--- config.mk ---
export PLATFORM = sky130hd
export DESIGN_NAME = crg_job_scheduler
export DESIGN_NICKNAME = d
export VERILOG_FILES = /design/src/rtl/crg_job_scheduler.sv
export SDC_FILE = /design/constraint.sdc
export NUM_CORES = 1
export LEC_CHECK = 0
export ABC_CLOCK_PERIOD_IN_PS = 10300
export BUFFER_PORTS_ARGS = -buffer_cell sky130_fd_sc_hd__buf_4
export CAP_MARGIN = 0
export CORE_MARGIN = 1.5
export CORE_UTILIZATION = 35
export DETAILED_ROUTE_END_ITERATION = 16
export GPL_ROUTABILITY_DRIVEN = 0
export SLEW_MARGIN = 20
export SYNTH_ARGS = -nofsm -noshare
export SYNTH_HDL_FRONTEND = slang
export SYNTH_SLANG_ARGS = --single-unit
export TNS_END_PERCENT = 1
--- constraint.sdc ---
create_clock -name clk_i -period 10.3 [get_ports clk_i]
set_input_delay 2.06 -clock clk_i [delete_from_list [all_inputs] [get_ports clk_i]]
set_output_delay 2.06 -clock clk_i [all_outputs]
set_load 0.01 [all_outputs]
--- src/rtl/crg_job_scheduler.sv ---
// Round-robin job front end for the correlated random generator (CRG).
// Accepts one job at a time, programs the CRG and tracks returned beats.
module crg_job_scheduler #(
  parameter int NREQ      = 2,
  parameter int CNT_W     = 32,
  parameter int LATENCY   = 27,
  parameter int TMO_SLACK = 8,
  parameter int WIDTH_W   = 2,
  parameter int MODE_W    = 1
) (
  input  logic                      clk_i,
  input  logic                      rst_i,
  input  logic [NREQ-1:0]           req_vld_i,
  output logic [NREQ-1:0]           req_rdy_o,
  input  logic [NREQ*CNT_W-1:0]     req_start_i,
  input  logic [NREQ*CNT_W-1:0]     req_len_i,
  input  logic [NREQ*WIDTH_W-1:0]   req_width_i,
  input  logic [NREQ*MODE_W-1:0]    req_mode_i,
  output logic [NREQ-1:0]           done_o,
  output logic [NREQ-1:0]           err_o,
  output logic                      crg_run_o,
  output logic [CNT_W-1:0]          crg_cnt_start_o,
  output logic [CNT_W-1:0]          crg_cnt_end_o,
  output logic [WIDTH_W-1:0]        crg_width_o,
  output logic [MODE_W-1:0]         crg_mode_o,
  input  logic                      crg_dvld_i,
  output logic                      out_vld_o,
  output logic [$clog2(NREQ)-1:0]   out_id_o,
  output logic                      busy_o
);

  localparam int ID_W = $clog2(NREQ);
  localparam int WD_W = $clog2(LATENCY + TMO_SLACK + 1);

  typedef enum logic [1:0] {IDLE, GRANT, RUN} state_t;

  state_t             state, state_nxt;
  logic [ID_W-1:0]    rr, owner, winner;
  logic               any_vld;
  logic [CNT_W-1:0]   len_r, beat_cnt;
  logic               job_ok;
  logic [WD_W-1:0]    wdog;
  logic [CNT_W-1:0]   sel_start, sel_len;
  logic [WIDTH_W-1:0] sel_width;
  logic [MODE_W-1:0]  sel_mode;
  logic [CNT_W:0]     sel_sum;
  logic               sel_ok;

  // Round-robin search: first requester at or above rr, then wrap to 0.
  always_comb begin
    any_vld = 1'b0;
    winner  = '0;
    for (int i = 0; i < NREQ; i++) begin
      if (!any_vld && req_vld_i[i] && (ID_W'(i) >= rr)) begin
        any_vld = 1'b1;
        winner  = ID_W'(i);
      end
    end
    for (int i = 0; i < NREQ; i++) begin
      if (!any_vld && req_vld_i[i]) begin
        any_vld = 1'b1;
        winner  = ID_W'(i);
      end
    end
  end

  always_comb begin
    sel_start = '0;
    sel_len   = '0;
    sel_width = '0;
    sel_mode  = '0;
    for (int i = 0; i < NREQ; i++) begin
      if (ID_W'(i) == winner) begin
        sel_start = req_start_i[i*CNT_W +: CNT_W];
        sel_len   = req_len_i[i*CNT_W +: CNT_W];
        sel_width = req_width_i[i*WIDTH_W +: WIDTH_W];
        sel_mode  = req_mode_i[i*MODE_W +: MODE_W];
      end
    end
  end

  // Validation is computed at accept so the CRG config is only loaded for good jobs.
  assign sel_sum = {1'b0, sel_start} + {1'b0, sel_len} - (CNT_W+1)'(1);
  assign sel_ok  = (sel_len != '0) && (sel_start != '0) && !sel_sum[CNT_W];

  always_comb begin
    state_nxt = state;
    req_rdy_o = '0;
    done_o    = '0;
    err_o     = '0;
    crg_run_o = 1'b0;
    out_vld_o = 1'b0;
    case (state)
      IDLE: begin
        if (any_vld && !rst_i) begin
          req_rdy_o[winner] = 1'b1;
          state_nxt         = GRANT;
        end
      end
      GRANT: begin
        if (job_ok) begin
          crg_run_o = 1'b1;
          state_nxt = RUN;
        end else begin
          err_o[owner] = 1'b1;
          state_nxt    = IDLE;
        end
      end
      RUN: begin
        out_vld_o = crg_dvld_i;
        if (crg_dvld_i && (beat_cnt == len_r - CNT_W'(1))) begin
          done_o[owner] = 1'b1;
          state_nxt     = IDLE;
        end else if (!crg_dvld_i && (wdog == WD_W'(1))) begin
          err_o[owner] = 1'b1;
          state_nxt    = IDLE;
        end
      end
      default: state_nxt = IDLE;
    endcase
  end

  always_ff @(posedge clk_i) begin
    if (rst_i) begin
      state           <= IDLE;
      rr              <= '0;
      owner           <= '0;
      len_r           <= '0;
      job_ok          <= 1'b0;
      beat_cnt        <= '0;
      wdog            <= '0;
      crg_cnt_start_o <= '0;
      crg_cnt_end_o   <= '0;
      crg_width_o     <= '0;
      crg_mode_o      <= '0;
    end else begin
      state <= state_nxt;
      case (state)
        IDLE: begin
          if (any_vld) begin
            owner  <= winner;
            len_r  <= sel_len;
            job_ok <= sel_ok;
            rr     <= (winner == ID_W'(NREQ-1)) ? '0 : winner + ID_W'(1);
            if (sel_ok) begin
              crg_cnt_start_o <= sel_start;
              crg_cnt_end_o   <= sel_sum[CNT_W-1:0];
              crg_width_o     <= sel_width;
              crg_mode_o      <= sel_mode;
            end
          end
        end
        GRANT: begin
          beat_cnt <= '0;
          wdog     <= WD_W'(LATENCY + TMO_SLACK);
        end
        RUN: begin
          // Each beat re-arms the watchdog with the shorter inter-beat slack.
          if (crg_dvld_i) begin
            beat_cnt <= beat_cnt + CNT_W'(1);
            wdog     <= WD_W'(TMO_SLACK);
          end else begin
            wdog <= wdog - WD_W'(1);
          end
        end
        default: ;
      endcase
    end
  end

  assign out_id_o = owner;
  assign busy_o   = (state != IDLE);

endmodule

==> flow_metrics.py <==
metrics = {
    "die": {
        "die_height_um": 178,
        "core-area_sq_mm": 0.0299,
        "dieWidth_um": 178,
        "placementRows": 63,
        "die-area_sq_mm": 0.0316,
        "ios": 216,
        "start_util": 0.358,
    },
    "global_route": {
        "grt_pass1_vias": 10300,
        "grt_usage": 0.232,
        "grt_pass1_wl_mm": 57.1,
        "antenna_found_initial": 0,
        "grt_overflow": 0,
        "grt_max_degree": 88,
    },
    "pwr": {
        "p_leak_nw": 5.59,
        "p_comb_frac": 0.439,
        "p_sw_w": 0.00100,
        "ir_drop_v": 0.000117,
        "p_int_w": 0.00153,
        "clkPwrFrac": 0.267,
        "switching_share": 0.396,
        "pwr-share-seq": 0.294,
        "powerDensity_mw_per_mm2": 192,
    },
    "finish": {
        "seq_area_sq_mm": 0.00284,
        "final_common_cell": "buf_4",
        "drive_gt1_frac": 0.191,
        "nets": 1729,
        "areaGrowthSynthToFinish_pct": 23.3,
        "layout_common_cells": "225 x buf_4, 142 x dfxtp_1, 120 x a21oi_1, 116 x nor2_1, 86 x inv_1",
        "num_antenna_cells": 0,
        "nFillCells": 3040,
        "multi_input_area_sq_mm": 0.00718,
    },
    "sta": {
        "maxSlewHeadroom": 0.263,
        "hold_slack_ps": 470,
        "min_period_over_period": 0.631,
        "max_clock_freq_mhz": 154,
        "tns_ps": 0,
        "finalMaxSlewViolations": 0,
        "setup_viol": 0,
        "finalHoldViolations": 0,
        "tightest_slew_ps": 1100,
        "rsz0062_at_grt": "no",
        "clock_skew_ps": 12.1,
        "min_period_ps": 6500,
        "setup_ws_ps": 3800,
    },
    "cts": {
        "worstSkewPairLatency_ps": 440,
        "root_buffer": "clkbuf_16",
        "numCtsBuffers": 17,
        "tritoncts": "yes",
        "post_cts_buffers": 0,
        "clkSinkCount": 142,
        "cts_resized": 0,
        "holdBufCountCts": 0,
        "cts.clk_slew.worst_paths_ps": 70,
        "clockBufferDepth": 2,
        "h-tree-depth": 4,
    },
    "synthesis": {
        "synth_top_family_by_area": "compound AO/OA/AOI/OAI gates",
        "ys_seq_area_frac": 0.266,
        "ys_warn_count": 0,
        "synth_area_per_cell_sq_um": 7.83,
        "ys_ff_latch": 142,
        "syn_inst": 1365,
        "syn_nets": 1574,
        "synth_ff_type": "dfxtp_1",
        "synth_cell_types": 78,
        "synthXorXnorAreaFrac": 0.0500,
        "yosys.area_share.simple": 0.232,
        "synth_compound_area_frac": 0.232,
        "yosys.area_share.adder": 0.0826,
        "muxShareOfSynthArea": 0.0729,
        "async_reset_ff_frac": 0,
        "synth-edff-count": 0,
        "syn_area_sq_mm": 0.0107,
    },
    "critical_path": {
        "cp-end-kind": "flip-flop",
        "required_ps": 10650,
        "critPathKind": "in -> reg",
        "critPathLaunchType": "primary input",
        "cp_data_arrival_time_ps": 6840,
        "cp_max_fo": 43,
    },
    "run_status": {
        "run_status": "completed",
    },
    "placement": {
        "pre_cts_ws_ps": 3250,
        "dp_hpwl_mm": 28.2,
        "numPortBuffers": 215,
    },
    "run": {
        "drv_cap": 0,
    },
    "route": {
        "wl_per_cell_um": 18.9,
        "drcViolationCount": 0,
        "vias": 11000,
        "dr.pass1.iters": 6,
        "viasPerCell": 5.70,
        "dr.first_iter.drc_count": 815,
        "drt_wl_total_mm": 36.4,
        "antenna_left": 0,
    },
    "hold_path": {
        "hp-class": "reg -> reg",
    },
}
-- cell type report --
type                            instances  share of cell area
Multi-Input combinational cell       1046               0.545
Clock inverter                         14              0.0155
Timing Repair Buffer                  226               0.130
Tap cell                              390              0.0370
Sequential cell                       142               0.216
Inverter                               87              0.0248
Clock buffer                           17              0.0323
-- final timing paths --
kind,from,end,slack [ps],cells past startpoint
worst max-delay path,req_vld_i[0],crg_cnt_end_o[31]$_SDFFE_PP0P_,3800,17
worst min-delay path,job_ok$_SDFFE_PP0P_,job_ok$_SDFFE_PP0P_,470,2
worst max register to register,rr$_SDFFE_PP0P_,crg_cnt_end_o[31]$_SDFFE_PP0P_,5210,15
worst min register to register,job_ok$_SDFFE_PP0P_,job_ok$_SDFFE_PP0P_,470,2
-- kinds of logic (layout without fill, tap and decap cells) --
group                      Yosys count  in the layout
AOI/OAI and AO/OA                  382            382
adders and majority gates           70             70
and+or+nand+nor                    456            456
muxes                               77             77
xor gates and xnor gates            61             61
DFF                                142            142
buffers and inverters              177            344
-- state kept, by name, summed over array words and instances, names as in the netlist --
signal,count
job_ok,1
crg_width_o,2
state,2
crg_cnt_end_o,32
crg_mode_o,1
wdog,6
rr,1
out_id_o,1
beat_cnt,32
crg_cnt_start_o,32
len_r,32
-- power groups by stage --
stage          clock, W  combinational, W  sequential, W
2_1_floorplan         0          0.000719       0.000749
5_1_grt        0.000713           0.00123       0.000757
6_report       0.000677           0.00111       0.000744
4_1_cts        0.000689           0.00110       0.000742
3_3_place_gp          0           0.00108       0.000753
3_5_place_dp          0           0.00109       0.000752
-- per-layer routing --
metal | global-route usage | up-vias | wire length, um
li1 | - | 5376 | -
met1 | 0.304 | 5202 | 15900
met2 | 0.379 | 313 | 17200
met3 | 0.0388 | 64 | 1840
met4 | 0.0931 | 0 | 1350
met5 | 0 | - | 0
-- through the flow --
step	total power [W]	std cells	instance area, sq um	utilization
floorplan	0.00147	1365	10700	-
global placement	0.00183	1890	12500	0.419
detailed placement	0.00184	1890	12500	0.419
CTS	0.00253	1921	13200	0.440
global route	0.00270	1922	13200	0.441
finish	0.00253	1922	13200	0.441
-- critical path, cell delays in order --
cell and delay, ps:
buf_4 90, inv_1 50, o21ai_4 210, buf_4 630
mux2i_1 690, ha_1 350, inv_1 60, ha_1 260
a21oi_1 180, o211ai_1 150, and3_1 210, o21ai_1 270
nand2_1 180, nand2_2 390, buf_4 490, nand3_1 200
o32ai_1 310
-- Yosys cell counts, types with 7 or more instances --
cell	count	area share
a211oi_1	83	0.058
a21o_1	13	0.0091
a21oi_1	120	0.056
a31oi_1	10	0.0059
and3_1	22	0.013
and4_1	7	0.0057
buf_1	11	0.0039
clkbuf_1	71	0.025
dfxtp_1	142	0.27
ha_1	69	0.081
inv_1	86	0.030
mux2_2	7	0.0074
mux2i_1	70	0.066
nand2_1	66	0.023
nand2b_1	18	0.011
nand3_1	52	0.024
nand4_1	26	0.015
nor2_1	118	0.041
nor3_1	39	0.018
nor4_1	35	0.020
o211ai_1	11	0.0077
o21a_1	13	0.0091
o21ai_0	60	0.028
o22ai_1	7	0.0041
or3_1	12	0.0070
or4_1	8	0.0056
or4b_1	7	0.0066
xnor2_1	37	0.030
xor2_1	24	0.020
No activity file was read; power rests on OpenSTA's default activity.
